===== src/rtl/comp_job_arbiter.sv =====
// Round-robin job arbiter that feeds one of two requesters' 16-byte beats into the
// shared LZRW1 compressor core, then waits for core_done or a timeout and reports back.
module comp_job_arbiter #(
  parameter int STRINGSIZE = 350,
  parameter int BEATBYTES  = 16,
  parameter int TIMEOUT    = 4096
) (
  input  logic         clock,
  input  logic         reset,
  input  logic [1:0]   req_start,
  input  logic [1:0]   beat_valid,
  input  logic [255:0] beat_data,
  output logic [1:0]   beat_ready,
  output logic [1:0]   rsp_valid,
  output logic         rsp_timeout,
  output logic         grant_id,
  output logic         busy,
  output logic         core_valid,
  output logic [127:0] core_bytes,
  input  logic         core_done
);

  localparam int NBEATS    = (STRINGSIZE + BEATBYTES - 1) / BEATBYTES;
  localparam int LASTBYTES = STRINGSIZE - (NBEATS - 1) * BEATBYTES;
  localparam int BW        = $clog2(NBEATS + 1);
  localparam int TW        = $clog2(TIMEOUT + 1);

  localparam logic [BW-1:0]  LAST_BEAT = BW'(NBEATS - 1);
  localparam logic [TW-1:0]  TO_LIMIT  = TW'(TIMEOUT - 1);
  // Byte lanes beyond the end of the string are blanked on the final beat.
  localparam logic [127:0]   LAST_MASK = {128{1'b1}} >> (8 * (BEATBYTES - LASTBYTES));

  typedef enum logic [2:0] {
    S_IDLE,
    S_GRANT,
    S_STREAM,
    S_WAIT,
    S_RESP
  } state_t;

  state_t        state_q, state_d;
  logic          grant_q, grant_d;
  logic          ptr_q, ptr_d;
  logic          timeout_q, timeout_d;
  logic [BW-1:0] beat_cnt_q, beat_cnt_d;
  logic [TW-1:0] to_cnt_q, to_cnt_d;
  logic          beat_accept;

  assign beat_accept = (state_q == S_STREAM) && beat_valid[grant_q];

  // NOTE: state flops use non-blocking assignments so every flop samples the
  // pre-edge values computed by the combinational processes.
  always_ff @(posedge clock or negedge reset) begin
    if (!reset) begin
      state_q    <= S_IDLE;
      grant_q    <= 1'b0;
      ptr_q      <= 1'b0;
      timeout_q  <= 1'b0;
      beat_cnt_q <= '0;
      to_cnt_q   <= '0;
    end else begin
      state_q    <= state_d;
      grant_q    <= grant_d;
      ptr_q      <= ptr_d;
      timeout_q  <= timeout_d;
      beat_cnt_q <= beat_cnt_d;
      to_cnt_q   <= to_cnt_d;
    end
  end

  // NOTE: every signal gets a hold/default value first so no path leaves it
  // unassigned, which would otherwise infer a latch.
  always_comb begin
    state_d    = state_q;
    grant_d    = grant_q;
    ptr_d      = ptr_q;
    timeout_d  = timeout_q;
    beat_cnt_d = beat_cnt_q;
    to_cnt_d   = to_cnt_q;
    case (state_q)
      S_IDLE: begin
        if (|req_start) begin
          grant_d    = (req_start == 2'b11) ? ptr_q : req_start[1];
          beat_cnt_d = '0;
          state_d    = S_GRANT;
        end
      end
      S_GRANT: begin
        // A Done level left over from the previous job must clear first.
        if (!core_done) state_d = S_STREAM;
      end
      S_STREAM: begin
        if (beat_accept) begin
          beat_cnt_d = beat_cnt_q + 1'b1;
          if (beat_cnt_q == LAST_BEAT) begin
            to_cnt_d = '0;
            state_d  = S_WAIT;
          end
        end
      end
      S_WAIT: begin
        to_cnt_d = to_cnt_q + 1'b1;
        if (core_done) begin
          timeout_d = 1'b0;
          state_d   = S_RESP;
        end else if (to_cnt_d == TO_LIMIT) begin
          timeout_d = 1'b1;
          state_d   = S_RESP;
        end
      end
      S_RESP: begin
        ptr_d   = ~grant_q;
        state_d = S_IDLE;
      end
      default: state_d = S_IDLE;
    endcase
  end

  always_comb begin
    beat_ready  = '0;
    rsp_valid   = '0;
    rsp_timeout = 1'b0;
    core_valid  = 1'b0;
    core_bytes  = '0;
    busy        = (state_q != S_IDLE);
    case (state_q)
      S_STREAM: begin
        beat_ready[grant_q] = 1'b1;
        core_valid          = beat_valid[grant_q];
        if (core_valid) begin
          core_bytes = grant_q ? beat_data[255:128] : beat_data[127:0];
          if (beat_cnt_q == LAST_BEAT) core_bytes = core_bytes & LAST_MASK;
        end
      end
      S_RESP: begin
        rsp_valid[grant_q] = 1'b1;
        rsp_timeout        = timeout_q;
      end
      default: ;
    endcase
  end

  assign grant_id = grant_q;

endmodule


===== config.mk =====
export PLATFORM = sky130hd
export DESIGN_NAME = comp_job_arbiter
export DESIGN_NICKNAME = d
export VERILOG_FILES = /design/src/rtl/comp_job_arbiter.sv
export SDC_FILE = /design/constraint.sdc
export NUM_CORES = 1
export LEC_CHECK = 0
export CORE_AREA = 2 2 156 158
export CTS_CLUSTER_SIZE = 14
export DETAILED_ROUTE_END_ITERATION = 12
export DIE_AREA = 0 0 158 160
export HOLD_SLACK_MARGIN = 0.03
export SLEW_MARGIN = 15
export SYNTH_ARGS = -nofsm -noshare
export SYNTH_HDL_FRONTEND = slang
export SYNTH_SLANG_ARGS = --single-unit

===== constraint.sdc =====
create_clock -name clock -period 2.37 [get_ports clock]
set_clock_uncertainty 0.1 [all_clocks]
set_input_delay 0.474 -clock clock [delete_from_list [all_inputs] [get_ports clock]]
set_output_delay 0.474 -clock clock [all_outputs]
set_load 0.01 [all_outputs]

==> metrics.cfg, run 1 <==
[timing]
clock.fmax_mhz = 393.9
whs_ns = 0.3816
final.min_clock_period_ns = 2.538
min_period_over_period = 1.071
rsz0062_at_grt = yes
finalSetupViolCount = 118
setup_slack_ns = -0.1684
slew_violations = 0
tightest_slew_ns = 0.6883
slew_headroom = 0.5395
finalSetupTns_ns = -10.32
finalHoldViolCount = 0

[synthesis]
yosysTopAreaCell = mux2i_1
syn_inst = 442
yosys_warnings = 0
synthTopCellsByArea = mux2i_1, dfrtp_1, nor2_1
ys_seq_elements = 24
ys_seq_area_frac = 0.1844
synth_area_per_cell_um2 = 7.368
synth_cell_types = 41
synth_top_area_share = 0.3965
netlist_area_um2 = 3257
synth_nets = 709

[floorplanning]
io_pins = 399
die_area_um2 = 25280
core_area_um2 = 23820
start_util = 0.1367
die_h_um = 160
die_x_um = 158
rows = 57

[critical_path]
r2r-end = to_cnt_q[7]
cp_max_fo = 9
cp-end-kind = output port
cp_data_arrival_time_ns = 1.96
rr_startpoint = state_q[0]
r2r_setup_slack_ns = 0.07
cp-start-kind = flip-flop
cp.required_ns = 1.80
path_class = flip-flop to output port
reg2reg_depth = 8

[run_status]
status = finished with violations
violations = setup timing

[cells_and_area]
seqCellArea_um2 = 604.3
multiInputGateArea_um2 = 2758
layout-drive-gt1-share = 0.3003
n_antenna_cell = 0
fillers = 2543
nets = 1137
fin_area_um2 = 8108
syn_to_final_growth_pct = 148.9

[global_route]
overflow = 0
grt_pass1_vias = 4799
track_usage = 0.1573
grt_max_degree = 42
antenna_found_initial = 0
grt_pass1_wl_mm = 29.99

[placed_design]
pre_cts_ws_ns = -0.7200
hpwl_mm = 17.57
place.gp.congestion = 0.8325
io_buffers = 398
dpl_cell_area_um2 = 7916

[drt]
drc = 0
routedWlPerCell_um = 18.34
dr.pass1.iters = 4
drtIter0Drc = 199
vias = 4835
antenna_left = 0
routed_wl_mm = 21.88
avgViaCountPerCell = 4.053

[worst_hold_path]
holdPathEnd = to_cnt_q[12]
hold_path_depth = 1
worstHoldStart = to_cnt_q[12]
hold_class = flip-flop to flip-flop

[clocking]
numCtsBuffers = 3
clk_latency_ns = 0.26
htreeDepth = 1
postCtsHoldBufs = 0
cts.sinks = 24
clk_pin_slew_ns = 0.06
cts_root_buffer = clkbuf_16
cts_tree = done
cts.path.max_buffers = 2

[pwr]
powerDensity_nw_per_um2 = 719.6
leakagePower_nw = 3.745
ir_drop_uv = 455.9
p_total_w = 0.005834

[job]
max_cap_viol_count = 0

[Yosys cell counts, drive strengths merged]
| library cell | number |
|---|---|
| a2111oi | 1 |
| a21o | 1 |
| a21oi | 2 |
| a31oi | 5 |
| a41oi | 1 |
| and2 | 2 |
| and3 | 3 |
| and4 | 1 |
| buf | 23 |
| clkbuf | 12 |
| dfrtp | 24 |
| ha | 4 |
| inv | 7 |
| mux2i | 129 |
| nand2 | 15 |
| nand2b | 2 |
| nand3 | 7 |
| nand4 | 6 |
| nand4b | 1 |
| nor2 | 144 |
| nor2b | 1 |
| nor3 | 3 |
| nor3b | 1 |
| nor4 | 1 |
| o21a | 3 |
| o21ai | 25 |
| o22ai | 1 |
| o31ai | 5 |
| o41ai | 2 |
| or2 | 2 |
| or3 | 1 |
| or3b | 1 |
| xor2 | 6 |
[repair_timing]
action,4_1_cts,5_1_grt
cloned,3,3
setup buffers,6,0
pin swaps,28,6
setup endpoints to repair,132,141
gates resized for setup,556,88
[logic make-up (layout without fill, tap and decap cells)]
logic type,count (synthesis),in the layout,share of synthesized area
xor+xnor,6,6,0.01614
mux,129,129,0.3965
flops,24,24,0.1844
compound gates,46,46,0.08644
simple gates,191,191,0.2482
fa+ha+maj,4,4,0.01537
buf+inv,42,469,0.05301
[cell usage in the layout, fill, tap and decap left out, drive strengths merged, types with 8 or more instances in the layout]
cell type	synthesis	layout
nor2	144	144
clkdlybuf4s50	0	264
nand2	15	15
buf	23	178
clkdlybuf4s15	0	8
o21ai	25	25
mux2i	129	129
dfrtp	24	24
[power breakdown]
part / internal (W) / leakage, nW / switching (W)
Clock: 0.000258 / 0.0442 / 0.000143
Sequential: 0.000519 / 0.320 / 0.000121
Combinational: 0.00241 / 3.38 / 0.00238
[sequential cells by signal (all words and copies together) (netlist names)]
name        count
beat_cnt_q      5
grant_id        1
state_q         3
to_cnt_q       13
ptr_q           1
timeout_q       1
[cell type report]
type                    instances  share of cell area
clock buffers                   4             0.01096
flip-flops and latches         24             0.07454
inverters                       7            0.003549
repair buffers                458              0.5208
well taps                     324             0.05000
multi-input cells             376              0.3401
[how the worst max path moves through the flow]
stage / end / start / slack, ns / cells after the start
finish: core_bytes[83] / state_q[0] / -0.17 / 6
global placement: core_bytes[29] / beat_valid[1] / -0.73 / 6
floorplan: core_bytes[113] / state_q[2] / 0.04 / 7
global route: core_bytes[2] / state_q[0] / -0.23 / 5
CTS: core_bytes[98] / state_q[0] / -0.15 / 6
detailed placement: core_bytes[49] / beat_valid[1] / -0.72 / 6
[per-layer routing]
metal	track usage	share of wire	routed length (um)	vias to the layer above
met5	0	0	0	-
met4	0.02539	0.012	269	0
met3	0.04532	0.093	2036	14
met2	0.2625	0.47	10180	199
met1	0.2040	0.43	9395	2238
li1	-	-	-	2384
[critical path, cell delays in order, from the launching register on]
cell	delay [ns]
dfrtp_1	0.37
or3b_4	0.39
or2_4	0.34
buf_12	0.18
clkbuf_16	0.17
nor2_2	0.11
buf_2	0.14
[metrics by stage]
stage | cells | util
2_1_floorplan | 442 | -
3_3_place_gp | 1178 | 0.3323
3_5_place_dp | 1178 | 0.3323
4_1_cts | 1190 | 0.3331
5_1_grt | 1193 | 0.3404
6_report | 1193 | 0.3404
No activity file was read; power rests on OpenSTA's default activity.
==> run 2, diff against run 1 <==
Settings changed: CORE_AREA 2 2 156 158 to 2 2 155 157, DIE_AREA 0 0 158 160 to 0 0 157 159.
Clock period 2.37 ns to 2.05 ns, I/O delays scaled along.
==> metrics.cfg, run 2 (synthesis results as in run 1) <==
[global_route]
grt_pass1_wl_mm = 29.73  ; -0.87%
overflow = 0  ; unchanged
grt_max_degree = 71  ; +69%
track_usage = 0.1551  ; -0.002176
grt_pass1_vias = 4789  ; -0.21%
antenna_found_initial = 1  ; +1

[floorplanning]
start_util = 0.1404  ; +0.003703
die_h_um = 159  ; -0.63%
io_pins = 399  ; unchanged
core_area_um2 = 23190  ; -2.6%
die_x_um = 157  ; -0.63%
rows = 56  ; -1.8%
die_area_um2 = 24960  ; -1.3%

[drt]
avgViaCountPerCell = 4.031  ; -0.53%
routedWlPerCell_um = 18.29  ; -0.26%
routed_wl_mm = 22.81  ; +4.3%
antenna_left = 0  ; unchanged
dr.pass1.iters = 4  ; unchanged
drtIter0Drc = 199  ; unchanged
drc = 0  ; unchanged
vias = 5027  ; +4.0%

[critical_path]
cp_data_arrival_time_ns = 2.07  ; +0.11 ns
cp-end-kind = output port
r2r_setup_slack_ns = -0.14  ; -0.21 ns
crit_path_start = state_q[2]
cp_max_fo = 5  ; -4
cp-start-kind = flip-flop
path_class = flip-flop to output port
cp.required_ns = 1.54  ; -0.26 ns
rr_startpoint = state_q[2]

[run_status]
status = finished with violations
violations = setup timing

[cells_and_area]
multiInputGateArea_um2 = 3179  ; +15%
layout_commonest_cell = clkdlybuf4s50_1
reg.largest.list = to_cnt_q (13), beat_cnt_q (5), state_q (3)
nets = 1196  ; +5.2%
n_antenna_cell = 0  ; unchanged
fillers = 2358  ; -7.3%
layout-drive-gt1-share = 0.3998  ; +0.09944
top_register = to_cnt_q
seqCellArea_um2 = 604.3  ; unchanged
syn_to_final_growth_pct = 189.1
mostFrequentLayoutCells = clkdlybuf4s50_1, mux2i_1, buf_6
largest_reg_flops = 13  ; unchanged

[clocking]
cts.sinks = 24  ; unchanged
cts_tree = done
cts_root_buffer = clkbuf_16
clk_latency_ns = 0.26  ; about the same
cts.path.max_buffers = 2  ; unchanged
numCtsBuffers = 3  ; unchanged
postCtsHoldBufs = 0  ; unchanged
htreeDepth = 1  ; unchanged
clk_pin_slew_ns = 0.07  ; about the same

[timing]
slew_violations = 0  ; unchanged
tightest_slew_ns = 0.4808  ; -0.2074 ns
min_period_over_period = 1.260
setup_slack_ns = -0.5330  ; -0.3646 ns
rsz0062_at_grt = yes
finalSetupTns_ns = -53.56  ; -43.24 ns
slew_headroom = 0.6703  ; +0.1308
whs_ns = 0.3881  ; +0.006550 ns
clock.fmax_mhz = 387.2
finalSetupViolCount = 133  ; +13%
finalHoldViolCount = 0  ; unchanged
final.min_clock_period_ns = 2.583

[pwr]
pwr-share-clk = 0.058  ; -0.011
powerDensity_nw_per_um2 = 861.6  ; +20%
p_sw_w = 0.003588  ; +36%
leakagePower_nw = 4.246  ; +13%
power.internal_w = 0.004523  ; +42%
p_sw_frac = 0.4424  ; -0.01126
p_comb_frac = 0.855  ; +0.034
ir_drop_uv = 448.6  ; -1.6%
p_total_w = 0.008111  ; +39%
share_seq_of_total_power = 0.087  ; -0.023

[placed_design]
pre_cts_ws_ns = -0.7874  ; -0.06741 ns
io_buffers = 398  ; unchanged
hpwl_mm = 17.77  ; +1.1%
place.gp.congestion = 0.8520  ; +2.3%

[job]
max_cap_viol_count = 0  ; unchanged

[worst_hold_path]
hold_class = flip-flop to flip-flop
worstHoldStart = to_cnt_q[12]

run 2: path summary, 6_finish.rpt:
path	cells past startpoint	to
setup / recovery	9	core_bytes[118]
hold / removal	1	to_cnt_q[12]
setup reg to reg	8	beat_cnt_q[3]
hold reg to reg	1	to_cnt_q[12]
max in group asynchronous	2	grant_id
min in group asynchronous	2	to_cnt_q[0]
run 2: layout make-up:
class	instances	area share
sequential	24	0.06419
clock buffer	4	0.009436
tap	319	0.04240
multi-input combinational	376	0.3377
inverter	7	0.003589
timing repair buffer	517	0.5427
run 2: per-layer routing:
metal | share of wire | up-vias | global-route usage
met2 | 0.50 | 178 | 0.2883
met5 | 0.00057 | - | 0
li1 | - | 2508 | -
met1 | 0.42 | 2321 | 0.1868
met3 | 0.071 | 18 | 0.03076
met4 | 0.013 | 2 | 0.02002
run 2: critical path: stages (launching register included):
cell	delay (ns)
dfrtp_1	0.38
or3b_4	0.40
or2_4	0.29
buf_8	0.15
inv_8	0.06
nand2_8	0.05
buf_12	0.15
buf_6	0.11
nor2_4	0.10
buf_6	0.11
run 2: through the flow:
step | utilization | area [um2] | instances
6_report | 0.4059 | 9414 | 1247
5_1_grt | 0.4059 | 9414 | 1247
4_1_cts | 0.3774 | 8753 | 1209
3_5_place_dp | 0.3708 | 8601 | 1201
3_3_place_gp | 0.3708 | 8601 | 1201
2_1_floorplan | - | 3767 | 442
run 2: power by group through the flow:
| stage | logic (W) | clock network, W | registers [W] |
|---|---|---|---|
| floorplan | 0.00312 | 0 | 0.000705 |
| global placement | 0.00585 | 0 | 0.000718 |
| detailed placement | 0.00586 | 0 | 0.000718 |
| CTS | 0.00593 | 0.000478 | 0.000714 |
| global route | 0.00734 | 0.000498 | 0.000724 |
| finish | 0.00693 | 0.000472 | 0.000705 |
run 2: what timing repair did:
action	4_1_cts	5_1_grt
pin swaps	5	24
setup endpoints to repair	143	150
cloned	0	9
setup buffers	4	33
gates resized for setup	245	447
==> variant, RTL diff (config.mk and constraints of run 1) <==
The 5 states of `state_t` get a one-hot encoding in 5 bits.
--- a/src/rtl/comp_job_arbiter.sv
+++ b/src/rtl/comp_job_arbiter.sv
@@ -32,8 +32,8 @@
 
-  typedef enum logic [2:0] {
-    S_IDLE,
-    S_GRANT,
-    S_STREAM,
-    S_WAIT,
-    S_RESP
+  typedef enum logic [4:0] {
+    S_IDLE   = 5'b00001,
+    S_GRANT  = 5'b00010,
+    S_STREAM = 5'b00100,
+    S_WAIT   = 5'b01000,
+    S_RESP   = 5'b10000
   } state_t;
Formal check against the unedited RTL: no difference found for any inputs over 4 cycles, from zero or initial values and one cycle with reset low; so few cycles prove little.
==> variant against run 1 <==
The flow still finishes with violations (negative setup slack). Area after synthesis rose by 7.3%. Sequential cell count rose by 2. Highest routed layer unchanged. Final area rose by 7.4%. Critical path type unchanged. Utilization rose by 2.5 points. Power fell by 25%. Clock power rose by 23%. Setup slack got worse by 0.20 ns. Count of clock-buffer cells in the layout fell by 1. Wire length fell by 0.76%.
==> variant: results (changes against run 1) <==
- The global routing usage summed across all routing layers is 0.152 (was 0.157).
- The largest voltage drop on the vdd net was 0.432 mV (was 0.456 mV).
- The end of the worst register-to-register path is state_q[3] (was to_cnt_q[7]).
- The placed instance area is 8140 µm² (was 7920 µm²).
- Largest registers: to_cnt_q x13, beat_cnt_q x5, state_q x5 (was to_cnt_q x13, beat_cnt_q x5, state_q x3).
- The wire length of the first global-routing pass is 29500 µm (was 30000 µm).
- The share of the yosys chip area belonging to registers was 0.187 (was 0.184).
- The last weighted congestion value of the routability-driven placer is 0.822 (was 0.833).
- The initial antenna violation count is 1 (was 0).
- The total of endpoints with negative setup slack in the final report was 127 (was 118).
- The number of distinct library cell variants in the gate-level netlist after synthesis is 45 (was 41).
- The final setup slack of the worst path is -0.367 ns (was -0.168 ns).
- The leakage power summed over all cells is 3.96 nW (was 3.74 nW).
- The number of global-route vias before repair is 4921 (was 4799).
- The post-synth net total is 733 (was 709).
- The worst min-delay path endpoint is ptr_q (was to_cnt_q[12]).
- The met2 routing resource usage after global routing is 0.277 (was 0.262).
- The maximum number of pins on one net before global-route repair is 39 (was 42).
- The setup slack on the worst flop-to-flop path is 0.24 ns (was 0.07 ns).
- The detailed-routed wire length on met3 is 1600 µm (was 2040 µm).
- The met3 layer usage reported by global route is 0.0304 (was 0.0453).
- Post-synth top cells: 147 x sky130_fd_sc_hd__nor2_1, 130 x sky130_fd_sc_hd__mux2i_1, 25 x sky130_fd_sc_hd__dfrtp_1 (was 144 x sky130_fd_sc_hd__nor2_1, 129 x sky130_fd_sc_hd__mux2i_1, 24 x sky130_fd_sc_hd__dfrtp_1, 24 x sky130_fd_sc_hd__o21ai_0, 14 x sky130_fd_sc_hd__nand2_1).
- Status: finished with violations (unchanged).
- The actual transition at the worst max-transition pin came to 0.387 ns (was 0.688 ns).
- The depth of the most critical reg-to-reg path is 7 (was 8).
- The launching point of the worst reg2reg path is to_cnt_q[0] (was state_q[0]).
- The layout cell share with drive strength beyond 1 is 0.327 (was 0.300).
- The detailed placement HPWL is 17300 µm (was 17600 µm).
- Failing checks: negative setup slack (unchanged).
- The detailed-route via count is 4966 (was 4835).
- The internal power summed over all cells is 0.00263 W (was 0.00319 W).
variant: kinds of logic (layout without fill, tap and decap cells):
group / Yosys count / count (layout) / synth area share
buffers and inverters: 43 / 481 / 0.0598
AND/OR/NAND/NOR: 206 / 207 / 0.258
adder cells (fa/ha/maj): 4 / 4 / 0.0143
multiplexers: 130 / 130 / 0.372
flip-flops: 26 / 26 / 0.187
other: 0 / 1 / 0
XOR/XNOR: 7 / 7 / 0.0175
AO/OA/AOI/OAI: 50 / 50 / 0.0917
variant: worst max-delay path: stages (launching register included):
cell                              delay, ns
sky130_fd_sc_hd__dfrtp_4               0.52
sky130_fd_sc_hd__mux2i_4               0.22
sky130_fd_sc_hd__or3_4                 0.45
sky130_fd_sc_hd__buf_4                 0.18
sky130_fd_sc_hd__clkbuf_16             0.18
sky130_fd_sc_hd__nor2_1                0.12
sky130_fd_sc_hd__clkdlybuf4s15_2       0.23
variant: worst max-delay path by stage:
| stage | startpoint | end |
|---|---|---|
| 2_1_floorplan | state_q[1] | core_bytes[112] |
| 3_3_place_gp | beat_valid[1] | core_bytes[28] |
| 3_5_place_dp | beat_valid[1] | core_bytes[30] |
| 4_1_cts | state_q[1] | core_bytes[25] |
| 5_1_grt | state_q[1] | core_bytes[64] |
| 6_report | grant_id | core_bytes[66] |
variant: power groups by stage:
stage	logic (W)	registers, W	clock network [W]
finish	0.00336	0.000530	0.000493
global route	0.00358	0.000537	0.000525
global placement	0.00299	0.000539	0
floorplan	0.00160	0.000532	0
detailed placement	0.00298	0.000537	0
CTS	0.00306	0.000533	0.000511
variant: area by class of cell:
cell class | instances | area [µm²]
diodes | 1 | 2.50
clock buffers | 3 | 75.1
clock inverters | 1 | 30.0
fillers | 2514 | 15100
inverters | 8 | 35.0
multi-input cells | 398 | 3040
flip-flops and latches | 26 | 656
well taps | 324 | 405
repair buffers | 469 | 4470
variant: timing repair:
item / 4_1_cts / 5_1_grt
resized for setup: 370 / 299
buffers inserted: 17 / 11
setup endpoints to repair: 136 / 138
pin swaps: 21 / 32
gates cloned: 2 / 4
variant: per-stage QoR:
| step | TNS (ns) | hold slack (ns) | instances | total power, W | setup slack (ns) |
|---|---|---|---|---|---|
| 2_1_floorplan | -1.40 | 0.0784 | 466 | 0.00213 | -0.0282 |
| 3_3_place_gp | -81.62 | 0.363 | 1192 | 0.00353 | -0.675 |
| 3_5_place_dp | -84.59 | 0.367 | 1192 | 0.00351 | -0.735 |
| 4_1_cts | -55.79 | 0.382 | 1215 | 0.00410 | -0.657 |
| 5_1_grt | -38.60 | 0.425 | 1229 | 0.00464 | -0.424 |
| 6_report | -29.02 | 0.380 | 1230 | 0.00439 | -0.367 |
